<file path="src/rtl/dmem_arbiter_pkg.sv">
`default_nettype none
// ============================================================================
//  Module      : dmem_arbiter_pkg
//  Description : Shared types and constants for the data-memory arbiter.
//                Holds the arbiter state encoding and the requester index
//                constants used to address the req/we/gnt/rvalid vectors.
//  Revision    : 1.0 - initial release
// ============================================================================
package dmem_arbiter_pkg;

    // Arbiter FSM states, explicitly 2 bits wide.
    typedef enum logic [1:0] {
        IDLE   = 2'd0,
        ACCESS = 2'd1,
        WAIT   = 2'd2,
        RESP   = 2'd3
    } state_e;

    // Bit positions of each requester in the per-requester vectors.
    localparam int REQ_CPU    = 0;
    localparam int REQ_LOADER = 1;

endpackage
`default_nettype wire

</file>
<file path="src/rtl/dmem_arbiter_rr_arbiter.sv">
`default_nettype none
// ============================================================================
//  Module      : rr_arbiter
//  Description : Two-way round-robin winner selection (purely combinational).
//                A lone requester always wins; on a tie the requester that was
//                not granted last wins.
//  Ports       : req[1:0]    - request vector (bit 0 CPU, bit 1 loader)
//                last_grant  - index of the requester granted most recently
//                winner[1:0] - one-hot winner, 0 when nobody requests
//  Revision    : 1.0 - initial release
// ============================================================================
module rr_arbiter
    import dmem_arbiter_pkg::*;
(
    input  logic [1:0] req,
    input  logic       last_grant,
    output logic [1:0] winner
);

    always_comb begin
        winner = req;
        if (req[REQ_CPU] && req[REQ_LOADER]) begin
            // last_grant == 1 means the loader went last, so the CPU goes now.
            winner[REQ_CPU]    = last_grant;
            winner[REQ_LOADER] = ~last_grant;
        end
    end

endmodule
`default_nettype wire

</file>
<file path="src/rtl/dmem_arbiter.sv">
`default_nettype none
// ============================================================================
//  Module      : dmem_arbiter
//  Description : Arbitrates a single data-memory port between the CPU
//                (requester 0) and the loader (requester 1). One transaction
//                is in flight at a time: IDLE -> ACCESS -> IDLE for stores,
//                IDLE -> ACCESS -> WAIT -> RESP -> IDLE for loads.
//  Parameters  : READ_LATENCY - cycles from address to valid dmem_data_out (1..3)
//  Ports       : clk, reset            - clock, synchronous active-high reset
//                req/we[1:0]           - per-requester request / store flag
//                addr*/wdata*/funct3_* - per-requester payload
//                gnt, rvalid [1:0]     - one-hot grant / read-valid pulses
//                rdata, busy           - shared read data, transaction active
//                dmem_*                - memory-side port
//  Revision    : 1.0 - initial release
// ============================================================================
module dmem_arbiter #(
    parameter int READ_LATENCY = 1
) (
    input  logic        clk,
    input  logic        reset,
    input  logic [1:0]  req,
    input  logic [1:0]  we,
    input  logic [31:0] addr0,
    input  logic [31:0] addr1,
    input  logic [31:0] wdata0,
    input  logic [31:0] wdata1,
    input  logic [2:0]  funct3_0,
    input  logic [2:0]  funct3_1,
    output logic [1:0]  gnt,
    output logic [1:0]  rvalid,
    output logic [31:0] rdata,
    output logic        busy,
    output logic        dmem_wren,
    output logic [31:0] dmem_address,
    output logic [31:0] dmem_data_in,
    output logic [2:0]  dmem_funct3,
    input  logic [31:0] dmem_data_out
);

    import dmem_arbiter_pkg::*;

    // WAIT ends on the cycle where the counter reaches this value; that cycle
    // is ACCESS + READ_LATENCY, when memory data is valid.
    localparam logic [1:0] C_LAST_WAIT = 2'(READ_LATENCY - 1);

    state_e      r_state;
    logic [1:0]  r_win;
    logic        r_last_grant;
    logic        r_we;
    logic [31:0] r_addr;
    logic [31:0] r_wdata;
    logic [2:0]  r_funct3;
    logic [1:0]  r_cnt;
    logic [31:0] r_rdata;

    logic [1:0]  w_winner;
    logic        w_idle;
    logic        w_access;

    rr_arbiter u_rr_arbiter (
        .req        (req),
        .last_grant (r_last_grant),
        .winner     (w_winner)
    );

    always_ff @(posedge clk) begin
        if (reset) begin
            r_state      <= IDLE;
            r_last_grant <= 1'b1;
            r_cnt        <= 2'd0;
            r_rdata      <= 32'd0;
            r_win        <= 2'b00;
            r_we         <= 1'b0;
            r_addr       <= 32'd0;
            r_wdata      <= 32'd0;
            r_funct3     <= 3'd0;
        end else begin
            case (r_state)
                IDLE: begin
                    if (|req) begin
                        // Latch the winner's payload so requesters may drop
                        // or change their inputs from the grant cycle on.
                        r_win    <= w_winner;
                        r_we     <= w_winner[REQ_LOADER] ? we[REQ_LOADER] : we[REQ_CPU];
                        r_addr   <= w_winner[REQ_LOADER] ? addr1    : addr0;
                        r_wdata  <= w_winner[REQ_LOADER] ? wdata1   : wdata0;
                        r_funct3 <= w_winner[REQ_LOADER] ? funct3_1 : funct3_0;
                        r_state  <= ACCESS;
                    end
                end
                ACCESS: begin
                    r_last_grant <= r_win[REQ_LOADER];
                    r_cnt        <= 2'd0;
                    r_state      <= r_we ? IDLE : WAIT;
                end
                WAIT: begin
                    if (r_cnt == C_LAST_WAIT) begin
                        r_rdata <= dmem_data_out;
                        r_state <= RESP;
                    end else begin
                        r_cnt <= r_cnt + 2'd1;
                    end
                end
                RESP: begin
                    r_state <= IDLE;
                end
                default: begin
                    r_state <= IDLE;
                end
            endcase
        end
    end

    assign w_idle   = (r_state == IDLE);
    assign w_access = (r_state == ACCESS);

    assign gnt          = w_access ? r_win : 2'b00;
    assign rvalid       = (r_state == RESP) ? r_win : 2'b00;
    assign busy         = ~w_idle;
    assign rdata        = r_rdata;

    // Address is held from ACCESS through RESP; the bus is zeroed when idle.
    assign dmem_wren    = w_access & r_we;
    assign dmem_address = w_idle ? 32'd0 : r_addr;
    assign dmem_data_in = w_idle ? 32'd0 : r_wdata;
    assign dmem_funct3  = w_idle ? 3'd0  : r_funct3;

endmodule
`default_nettype wire

</file>
<file path="config.mk">
export PLATFORM = sky130hd
export DESIGN_NAME = dmem_arbiter
export DESIGN_NICKNAME = d
export VERILOG_FILES = /design/src/rtl/dmem_arbiter_pkg.sv /design/src/rtl/dmem_arbiter_rr_arbiter.sv /design/src/rtl/dmem_arbiter.sv
export SDC_FILE = /design/constraint.sdc
export NUM_CORES = 1
export LEC_CHECK = 0
export ABC_AREA = 1
export BUFFER_PORTS_ARGS = -buffer_cell sky130_fd_sc_hd__buf_2
export CAP_MARGIN = 5
export CORE_MARGIN = 3
export CORE_UTILIZATION = 25
export CTS_BUF_LIST = sky130_fd_sc_hd__clkbuf_4
export DETAILED_ROUTE_END_ITERATION = 8
export GPL_TIMING_DRIVEN = 1
export PLACE_DENSITY = 0.53
export SKIP_LAST_GASP = 1
export SYNTH_ARGS = -nofsm -noshare
export SYNTH_HDL_FRONTEND = slang
export SYNTH_SLANG_ARGS = --single-unit
</file>
<file path="constraint.sdc">
create_clock -name clk -period 3.4 [get_ports clk]
set_input_delay 0.17 -clock clk [delete_from_list [all_inputs] [get_ports clk]]
set_output_delay 0.17 -clock clk [all_outputs]
set_load 0.05 [all_outputs]
</file>
==> flow_metrics.py, run 1 <==
metrics = {
    "final_layout": {
        "layout.nets": 1557,
        "final_layout_size_suffix_gt1_share_pct": 22.2,
        "multi_input_comb_area_um2": 2640,
        "post-route-cell-area_um2": 8930,
        "num-fill-cells": 2282,
        "storage_cell_area_um2": 2140,
        "area.growth.synth_to_final_pct": 60.8,
        "layout.cells.non_filler": 1665,
    },
    "synthesis": {
        "yosys.area_share.xor_xnor_pct": 0,
        "synth_async_sr_flop_share_pct": 0,
        "post_synth_inst_count": 981,
        "synth_area_um2": 5550,
        "ys.flop_type": "dfxtp_1",
        "postSynthNetCount": 1154,
        "synth-simple-area-share_pct": 43.4,
        "synth_compound_gate_area_share_pct": 3.58,
        "yosys_register_bits": 107,
        "synth_commonest_cells": "346 x nand2_1, 275 x nor2_1, 143 x inv_1, 107 x dfxtp_1, 38 x a21oi_1",
        "syn_avg_cell_area_um2": 5.66,
        "synth_top_area_share_pct": 38.6,
        "synth.top_cells.by_area": "dfxtp_1 39%, nand2_1 23%, nor2_1 19%, inv_1 9.7%, a21oi_1 3.4%",
        "post-synth-top-count-cell": "nand2_1",
        "synthDominantAreaCellType": "dfxtp_1",
        "synth_fa_ha_area_share_pct": 0.225,
        "post_synth_num_cell_types": 19,
        "synth_enable_flop_cells": 0,
        "multiplexer_area_fraction_after_synthesis_pct": 0,
        "ys_seq_area_share_pct": 38.6,
        "largest_family_of_logic_cells_by_synthesized_area": "simple AND/OR/NAND/NOR gates",
        "synth_warnings": 0,
    },
    "sta": {
        "min_period_over_period_pct": 71.6,
        "timing_worst_slew_pin_value_ns": 1.02,
        "hold_slack_ns": 0.0518,
        "setup_violations": 0,
        "fin_worst_skew_ns": 0.0221,
        "max_freq_ghz": 0.411,
        "rsz_0062_raised_after_global_routing": "false",
        "drv_slew": 0,
        "timing.final.hold_violations": 0,
        "final.setup.tns_ns": 0,
        "min_period_ns": 2.43,
        "slew_headroom_pct": 31.8,
    },
    "clock_network": {
        "clock-sinks": 107,
        "clkSlewWorstSetupHoldPaths_ns": 0.18,
        "ctsLongestPathBuffers": 2,
        "cts_inserted_buffers": 9,
        "ctsResizeCount": 0,
        "cts_max_level": 3,
        "clock-root-buffer": "clkbuf_4",
        "tritoncts": "yes",
        "clock_insertion_delay_worst_skew_ns": 0.48,
    },
    "setup_path": {
        "worst_r2r_startpoint": "r_state[0]$_SDFFE_PP0P_",
        "worst-path-max-fanout": 26,
        "worst-r2r-cell-count": 8,
        "worst_setup_path_end_kind": "flip-flop",
        "worst_setup_path_endpoint": "r_wdata[17]$_SDFFE_PP0P_",
        "rrSetupSlack_ns": 0.97,
        "critical_path_class": "reg -> reg",
        "crit-reg2reg-capture": "r_wdata[17]$_SDFFE_PP0P_",
        "crit_required_ns": 3.78,
        "worstSetupStartpointType": "flip-flop",
        "startpoint": "r_state[0]$_SDFFE_PP0P_",
        "crit_arrival_ns": 2.81,
    },
    "grt": {
        "grt_first_pass_wirelength_um": 30400,
        "grt_start_max_net_pins": 87,
        "groute.usage.overall_pct": 15.4,
        "grt_antenna_before_repair": 1,
        "first_global_vias": 6370,
        "remaining_global_route_overflow": 0,
    },
    "outcome": {
        "result_of_the_run": "finished clean",
    },
    "power_and_ir_drop": {
        "leakage_nw": 5.11,
        "power.total_mw": 3.63,
        "ir_drop_v": 0.000226,
        "cellPowerDensity_nw_per_um2": 406,
    },
    "job": {
        "cap_violations": 0,
    },
    "routing": {
        "antenna_violating_nets_post_route": 0,
        "route.vias.total": 6699,
        "postRouteWirelength_um": 19000,
        "post_drt_wl_per_cell_um": 11.4,
        "dr.pass1.iters": 4,
        "drt-initial-drc-count": 346,
        "drc": 0,
        "drt-vias-per-instance": 4.02,
    },
    "die": {
        "floorplan.die.height_um": 155,
        "core_area_um2": 21400,
        "horizontal_extent_of_the_die_um": 155,
        "floorplan.rows": 53,
        "floorplan.die_area_um2": 24000,
        "start_util_pct": 25.9,
        "ioPinCount": 277,
    },
    "place": {
        "postPlaceCellArea_um2": 7130,
        "detailed_place_hpwl_um": 12600,
        "buffer_ports.inserted": 276,
        "place.detailed.instances": 1486,
        "weighted_congestion_at_the_end_of_routability_driven_global_placement": 0.786,
    },
    "hold_path": {
        "hold_path.class": "in -> reg",
        "hold_depth": 5,
    },
}
-- cells in the final DEF (no fill, tap or decap), types with 3 or more instances in the layout --
master         Yosys  routed
nand2_1          346     346
buf_2             19     276
nor2_1           275     275
dlygate4sd3_1      0     162
inv_1            143     143
dfxtp_1          107     107
a21oi_1           38      38
clkbuf_4           0       9
buf_4              4       7
nand3_1            6       6
inv_2              3       3
-- registers in the layout (all words and copies together) (netlist names), named ones only --
register      flops
rdata            32
r_last_grant      1
r_addr           32
r_win             2
r_we              1
r_cnt             2
r_funct3          3
r_wdata          32
r_state           1
-- critical path, cell delays in order, from the launching register on --
cell           delay [ns]
dfxtp_1              0.39
inv_2                0.13
nand2_2              0.09
nor2_4               0.55
buf_4                0.40
nand2_1              0.10
nor2_1               0.10
dlygate4sd3_1        0.55
nor2_1               0.04
-- cell families after synthesis --
family / count (synthesis)
simple gates: 634
flops: 107
compound gates: 39
fa+ha+maj: 1
buf+inv: 200
-- where the power goes --
group	leakage, nW	internal, mW	switching [mW]
Combinational	4.13	0.524	0.893
Clock	0.0945	0.314	0.474
Sequential	0.882	1.38	0.0383
-- how the worst min path moves through the flow --
stage                            from                        to  slack [ns]
global route                   req[1]     r_win[1]$_SDFFE_PP0P_        0.04
CTS                        wdata1[24]  r_wdata[24]$_SDFFE_PP0P_      0.0003
finish                     wdata1[24]  r_wdata[24]$_SDFFE_PP0P_        0.05
detailed placement  dmem_data_out[26]    rdata[26]$_SDFFE_PP0P_        0.43
global placement    dmem_data_out[20]    rdata[20]$_SDFFE_PP0P_        0.42
floorplan            dmem_data_out[0]     rdata[0]$_SDFFE_PP0P_        0.31
-- routing by layer --
layer / up-vias / wire, um / global-route usage [%]
li1: 3612 / - / -
met1: 2882 / 8580 / 18.7
met2: 190 / 8820 / 27.0
met3: 15 / 1370 / 3.76
met4: 0 / 228 / 4.16
met5: - / 0 / 0
-- cell type report --
| type | count | area share [%] |
|---|---|---|
| diodes | 1 | 0.0280 |
| clock buffers | 9 | 0.757 |
| clock inverters | 7 | 1.22 |
| inverters | 146 | 6.14 |
| multi-input cells | 674 | 29.5 |
| flip-flops and latches | 107 | 24.0 |
| well taps | 275 | 3.85 |
| repair buffers | 446 | 34.5 |
-- metrics by stage --
| step | utilization (%) | worst slack, ns |
|---|---|---|
| after CTS | 41.7 | 0.926 |
| after global placement | 33.3 | 1.39 |
| final | 41.7 | 0.967 |
| after floorplan | - | 1.63 |
| after detailed placement | 33.3 | 1.29 |
| after global routing | 41.7 | 0.767 |
-- timing repair --
action                    CTS  global route
hold buffers              162             0
buffers inserted            0             0
hold endpoints to repair   99             0
No activity file was read; power rests on OpenSTA's default activity.
==> inputs of run 2 (changes only) <==
clock period = 2.5 ns   (was 3.4 ns; I/O delays follow)
==> flow_metrics.py, run 2 (synthesized netlist as in run 1, its figures left out) <==
metrics = {
    "place": {
        "postPlaceCellArea_um2": 7170,
        "weighted_congestion_at_the_end_of_routability_driven_global_placement": 0.738,
        "place.detailed.instances": 1489,
        "buffer_ports.inserted": 276,
        "detailed_place_hpwl_um": 12600,
    },
    "setup_path": {
        "worstSetupStartpointType": "flip-flop",
        "ordered_cell_list_for_the_critical_path": "nand2_1 > nand2_8 > nand2_1 > nand2_1 > nor2_1 > dlygate4sd3_1 > nor2_1 > dlygate4sd3_1",
        "critPathMaxStageDelay_ns": 0.55,
        "critical_path_s_top_delay_family": "buffers and inverters",
        "crit_arrival_ns": 2.72,
        "critical_path.slowest_cell": "dlygate4sd3_1",
        "cp_num_buf_inv": 2,
        "crit_required_ns": 2.92,
        "worst_setup_path_end_kind": "flip-flop",
        "critPathMostFrequentCell": "nand2_1",
        "worst-path-max-fanout": 37,
        "critical_path_class": "reg -> reg",
    },
    "routing": {
        "drt-vias-per-instance": 4.04,
        "drc": 0,
        "postRouteWirelength_um": 18800,
        "route.vias.total": 6783,
        "drt-initial-drc-count": 300,
        "antenna_violating_nets_post_route": 0,
        "post_drt_wl_per_cell_um": 11.2,
        "dr.pass1.iters": 4,
    },
    "hold_path": {
        "hold_path.class": "in -> reg",
    },
    "clock_network": {
        "clock-sinks": 107,
        "clkSlewWorstSetupHoldPaths_ns": 0.17,
        "cts_max_level": 3,
        "tritoncts": "yes",
        "clock_insertion_delay_worst_skew_ns": 0.47,
        "ctsLongestPathBuffers": 2,
        "clock-root-buffer": "clkbuf_4",
        "cts_inserted_buffers": 9,
    },
    "final_layout": {
        "area.growth.synth_to_final_pct": 63.6,
        "post-route-cell-area_um2": 9080,
        "num-fill-cells": 2284,
        "most_frequent_cells_in_the_layout": "346 x nand2_1, 276 x buf_2, 275 x nor2_1",
        "final_layout_size_suffix_gt1_share_pct": 22.2,
        "final_util_pct": 42.4,
        "layout_commonest_cell": "nand2_1",
        "layout.nets": 1573,
        "layout.cells.non_filler": 1681,
    },
    "grt": {
        "remaining_global_route_overflow": 0,
        "grt_start_max_net_pins": 70,
        "grt_first_pass_wirelength_um": 29900,
        "grt_antenna_before_repair": 1,
        "first_global_vias": 6298,
        "groute.usage.overall_pct": 15.0,
    },
    "power_and_ir_drop": {
        "ir_drop_v": 0.000230,
        "cellPowerDensity_nw_per_um2": 536,
        "leakage_nw": 5.18,
    },
    "sta": {
        "timing.final.hold_violations": 0,
        "rsz_0062_raised_after_global_routing": "false",
        "setup_violations": 0,
        "fin_worst_skew_ns": 0.0140,
        "min_period_ns": 2.30,
        "drv_slew": 0,
        "min_period_over_period_pct": 92.2,
        "max_freq_ghz": 0.434,
        "timing_worst_slew_pin_value_ns": 1.03,
        "final.setup.tns_ns": 0,
        "slew_headroom_pct": 31.4,
    },
    "die": {
        "start_util_pct": 25.9,
        "ioPinCount": 277,
        "floorplan.die.height_um": 155,
        "floorplan.rows": 53,
        "horizontal_extent_of_the_die_um": 155,
        "floorplan.die_area_um2": 24000,
        "core_area_um2": 21400,
    },
    "job": {
        "cap_violations": 0,
    },
    "outcome": {
        "result_of_the_run": "finished clean",
    },
}
## run 2: changes by cell type in the layout (fill, tap and decap cells not counted)
cell,previous run,this run
bufinv_16,2,1
inv_6,1,0
clkinv_1,0,1
nand2_4,1,0
inv_8,2,3
clkinv_4,2,1
buf_12,1,3
buf_4,7,10
nand2_8,0,1
dlygate4sd3_1,162,173
clkinvlp_4,0,1
## run 2: worst paths after layout
| check | end | slack (ns) | start | depth (start not counted) |
|---|---|---|---|---|
| setup / recovery | r_addr[30]$_SDFFE_PP0P_ | 0.20 | r_last_grant$_SDFFE_PP1N_ | 8 |
| hold / removal | r_funct3[1]$_SDFFE_PP0P_ | 0.08 | funct3_1[1] | 5 |
| setup reg to reg | r_addr[30]$_SDFFE_PP0P_ | 0.20 | r_last_grant$_SDFFE_PP1N_ | 8 |
| hold reg to reg | rdata[29]$_SDFFE_PP0P_ | 0.47 | rdata[29]$_SDFFE_PP0P_ | 2 |
## run 2: area by class of cell
cell class / count / area [um^2] / share of cell area, %
Timing Repair Buffer: 462 / 3250 / 35.8
Sequential cell: 107 / 2140 / 23.6
Inverter: 146 / 548 / 6.03
Multi-Input combinational cell: 674 / 2650 / 29.1
Clock inverter: 7 / 83.8 / 0.923
Tap cell: 275 / 344 / 3.79
Clock buffer: 9 / 67.6 / 0.744
Antenna cell: 1 / 2.50 / 0.0276
## run 2: what timing repair did
action	4_1_cts	5_1_grt
gates resized for setup	0	1
hold buffers	173	0
setup endpoints to repair	0	2
endpoints found under the hold margin	103	0
buffers inserted	0	2
## run 2: layer usage
layer  track usage, %  vias to the layer above  wire length (um)
met5                0                        -                 0
met4             2.99                        0               184
met3             4.48                       15              1400
met2             26.8                      203              8990
met1             18.0                     2921              8230
li1                 -                     3644                 -
## run 2: worst reg2reg max path, stage by stage, from the launching register on
cell and delay [ns]:
dfxtp_1 0.38, nand2_1 0.15, nand2_8 0.26, nand2_1 0.17, nand2_1 0.09, nor2_1 0.04
dlygate4sd3_1 0.55, nor2_1 0.08, dlygate4sd3_1 0.54
## run 2: per-stage QoR
step / setup slack [ns] / hold slack (ns) / total power [mW]
detailed placement: 0.729 / 0.381 / 3.63
global route: 0.0479 / 0.0317 / 5.24
finish: 0.196 / 0.0768 / 4.87
floorplan: 0.772 / 0.269 / 3.16
global placement: 0.738 / 0.377 / 3.62
CTS: 0.0408 / 0.00867 / 4.96
## run 2: where the power goes
group	internal [mW]	total, mW	switching (mW)
Sequential	1.88	1.93	0.0520
Clock	0.325	0.967	0.642
Combinational	0.755	1.97	1.22
==> inputs of run 3 (changes only) <==
CTS_BUF_LIST = sky130_fd_sc_hd__clkbuf_2   (was sky130_fd_sc_hd__clkbuf_4)
==> flow_metrics.py, run 3 (synthesized netlist as in run 1, its figures left out) <==
metrics = {
    "sta": {
        "timing_worst_slew_pin_value_ns": 1.02,
        "min_period_ns": 2.36,
        "fin_worst_skew_ns": 0.0287,
        "timing.final.hold_violations": 0,
        "final.setup.tns_ns": 0,
        "setup_violations": 0,
        "min_period_over_period_pct": 94.3,
        "rsz_0062_raised_after_global_routing": "false",
        "max_freq_ghz": 0.424,
        "slew_headroom_pct": 31.9,
        "drv_slew": 0,
    },
    "clock_network": {
        "cts_max_level": 3,
        "cts_inserted_buffers": 9,
        "clock-root-buffer": "clkbuf_2",
        "clkSlewWorstSetupHoldPaths_ns": 0.33,
        "ctsLongestPathBuffers": 2,
        "tritoncts": "yes",
        "clock_insertion_delay_worst_skew_ns": 0.60,
        "cts_setup_buffers": 0,
        "clock-sinks": 107,
    },
    "final_layout": {
        "layout_commonest_cell": "nand2_1",
        "layout.nets": 1604,
        "most_frequent_cells_in_the_layout": "346 x nand2_1, 276 x buf_2, 275 x nor2_1",
        "final_layout_size_suffix_gt1_share_pct": 21.6,
        "area.growth.synth_to_final_pct": 68.8,
        "num-fill-cells": 2254,
    },
    "setup_path": {
        "worstSetupStartpointType": "flip-flop",
        "critical_path.slowest_cell": "dlygate4sd3_1",
        "rrSetupSlack_ns": 0.14,
        "ordered_cell_list_for_the_critical_path": "inv_2 > nand2_2 > nor2_4 > nand2_1 > nor2_1 > dlygate4sd3_1 > nor2_1 > dlygate4sd3_1",
        "worst-path-max-fanout": 12,
        "crit_arrival_ns": 2.88,
        "worst-r2r-cell-count": 8,
        "critical_path_class": "reg -> reg",
        "crit_required_ns": 3.02,
        "worst_setup_path_end_kind": "flip-flop",
        "critPathMaxStageDelay_ns": 0.55,
    },
    "power_and_ir_drop": {
        "leakage_nw": 5.39,
        "power_switching_mw": 1.92,
        "power.total_mw": 4.84,
        "clock_power_share_pct": 18.5,
        "power.switching_fraction_pct": 39.6,
        "ir_drop_v": 0.000229,
        "intPower_mw": 2.92,
        "share_seq_of_total_power_pct": 40.1,
        "cellPowerDensity_nw_per_um2": 516,
        "p_comb_share_pct": 41.4,
    },
    "grt": {
        "met3_usage_pct": 4.45,
        "grt_start_max_net_pins": 70,
        "remaining_global_route_overflow": 0,
        "grtUsageMet2_pct": 27.5,
        "first_global_vias": 6546,
        "grt_antenna_before_repair": 1,
        "met1_usage_pct": 18.3,
        "grt.busiest_layer": "met2",
        "grt_first_pass_wirelength_um": 30800,
        "groute.usage.overall_pct": 15.4,
    },
    "outcome": {
        "result_of_the_run": "finished clean",
    },
    "place": {
        "buffer_ports.inserted": 276,
        "weighted_congestion_at_the_end_of_routability_driven_global_placement": 0.738,
        "detailed_place_hpwl_um": 12600,
    },
    "routing": {
        "drt-vias-per-instance": 4.08,
        "dr.pass1.iters": 4,
        "drt-initial-drc-count": 321,
        "drc": 0,
        "route.vias.total": 6977,
        "post_drt_wl_per_cell_um": 11.2,
        "antenna_violating_nets_post_route": 0,
        "postRouteWirelength_um": 19300,
    },
    "die": {
        "floorplan.die.height_um": 155,
        "core_area_um2": 21400,
        "floorplan.die_area_um2": 24000,
        "ioPinCount": 277,
        "horizontal_extent_of_the_die_um": 155,
        "floorplan.rows": 53,
        "start_util_pct": 25.9,
    },
    "hold_path": {
        "hold_path.class": "in -> reg",
        "hold_depth": 6,
    },
    "job": {
        "cap_violations": 0,
    },
}
## run 3: cell types whose count changed in the layout (fill, tap and decap cells not counted), sizes merged
cell,before,now
dlygate4sd3,173,206
buf,289,287
## run 3: worst max-delay path, delay by kind of cell, from the launching register on
kind,cells,cell delay (ns)
flip-flops,1,0.46
buffers and inverters,3,1.20
AND/OR/NAND/NOR,5,0.63
## run 3: cell type report
type,count,area [um^2],area share [%]
clock inverter,7,83.8,0.895
clock buffer,9,45.0,0.481
sequential,107,2140,22.9
multi-input combinational,674,2640,28.1
tap,275,344,3.67
timing repair buffer,493,3570,38.1
inverter,146,548,5.85
antenna,1,2.50,0.0267
## run 3: metrics by stage
stage	utilization (%)	setup slack, ns	cells	cell area [um^2]	hold WS [ns]
2_1_floorplan	-	0.772	981	5550	0.269
3_3_place_gp	33.5	0.738	1489	7170	0.377
3_5_place_dp	33.5	0.729	1489	7170	0.381
4_1_cts	43.7	0.102	1711	9370	0.226
5_1_grt	43.7	0.00173	1712	9370	0.214
6_report	43.7	0.144	1712	9370	0.328
## run 3: what timing repair did
action / in CTS / in global routing
endpoints found under the hold margin: 104 / 0
resized for setup: 1 / 0
hold buffers: 206 / 0
setup endpoints to repair: 45 / 0
## run 3: final timing paths
| check | start | end |
|---|---|---|
| setup / recovery | flip-flop | r_wdata[3]$_SDFFE_PP0P_ |
| hold / removal | addr1[21] | r_addr[21]$_SDFFE_PP0P_ |
| setup reg to reg | flip-flop | r_wdata[3]$_SDFFE_PP0P_ |
| hold reg to reg | r_cnt[1]$_SDFFE_PP0P_ | r_cnt[1]$_SDFFE_PP0P_ |
## run 3: routing by layer
layer  up-vias  share of wire, %
li1       3710                 -
met1      3030                43
met2       218                48
met3        19               7.5
met4         0               1.4
met5         -                 0
## run 3: power by group through the flow
stage | clock, mW | sequential [mW] | combinational [mW]
after floorplan | 0 | 2.06 | 1.11
after global placement | 0 | 1.97 | 1.65
after detailed placement | 0 | 1.97 | 1.66
after CTS | 0.979 | 1.94 | 2.02
after global routing | 1.03 | 1.96 | 2.22
final | 0.895 | 1.94 | 2.00
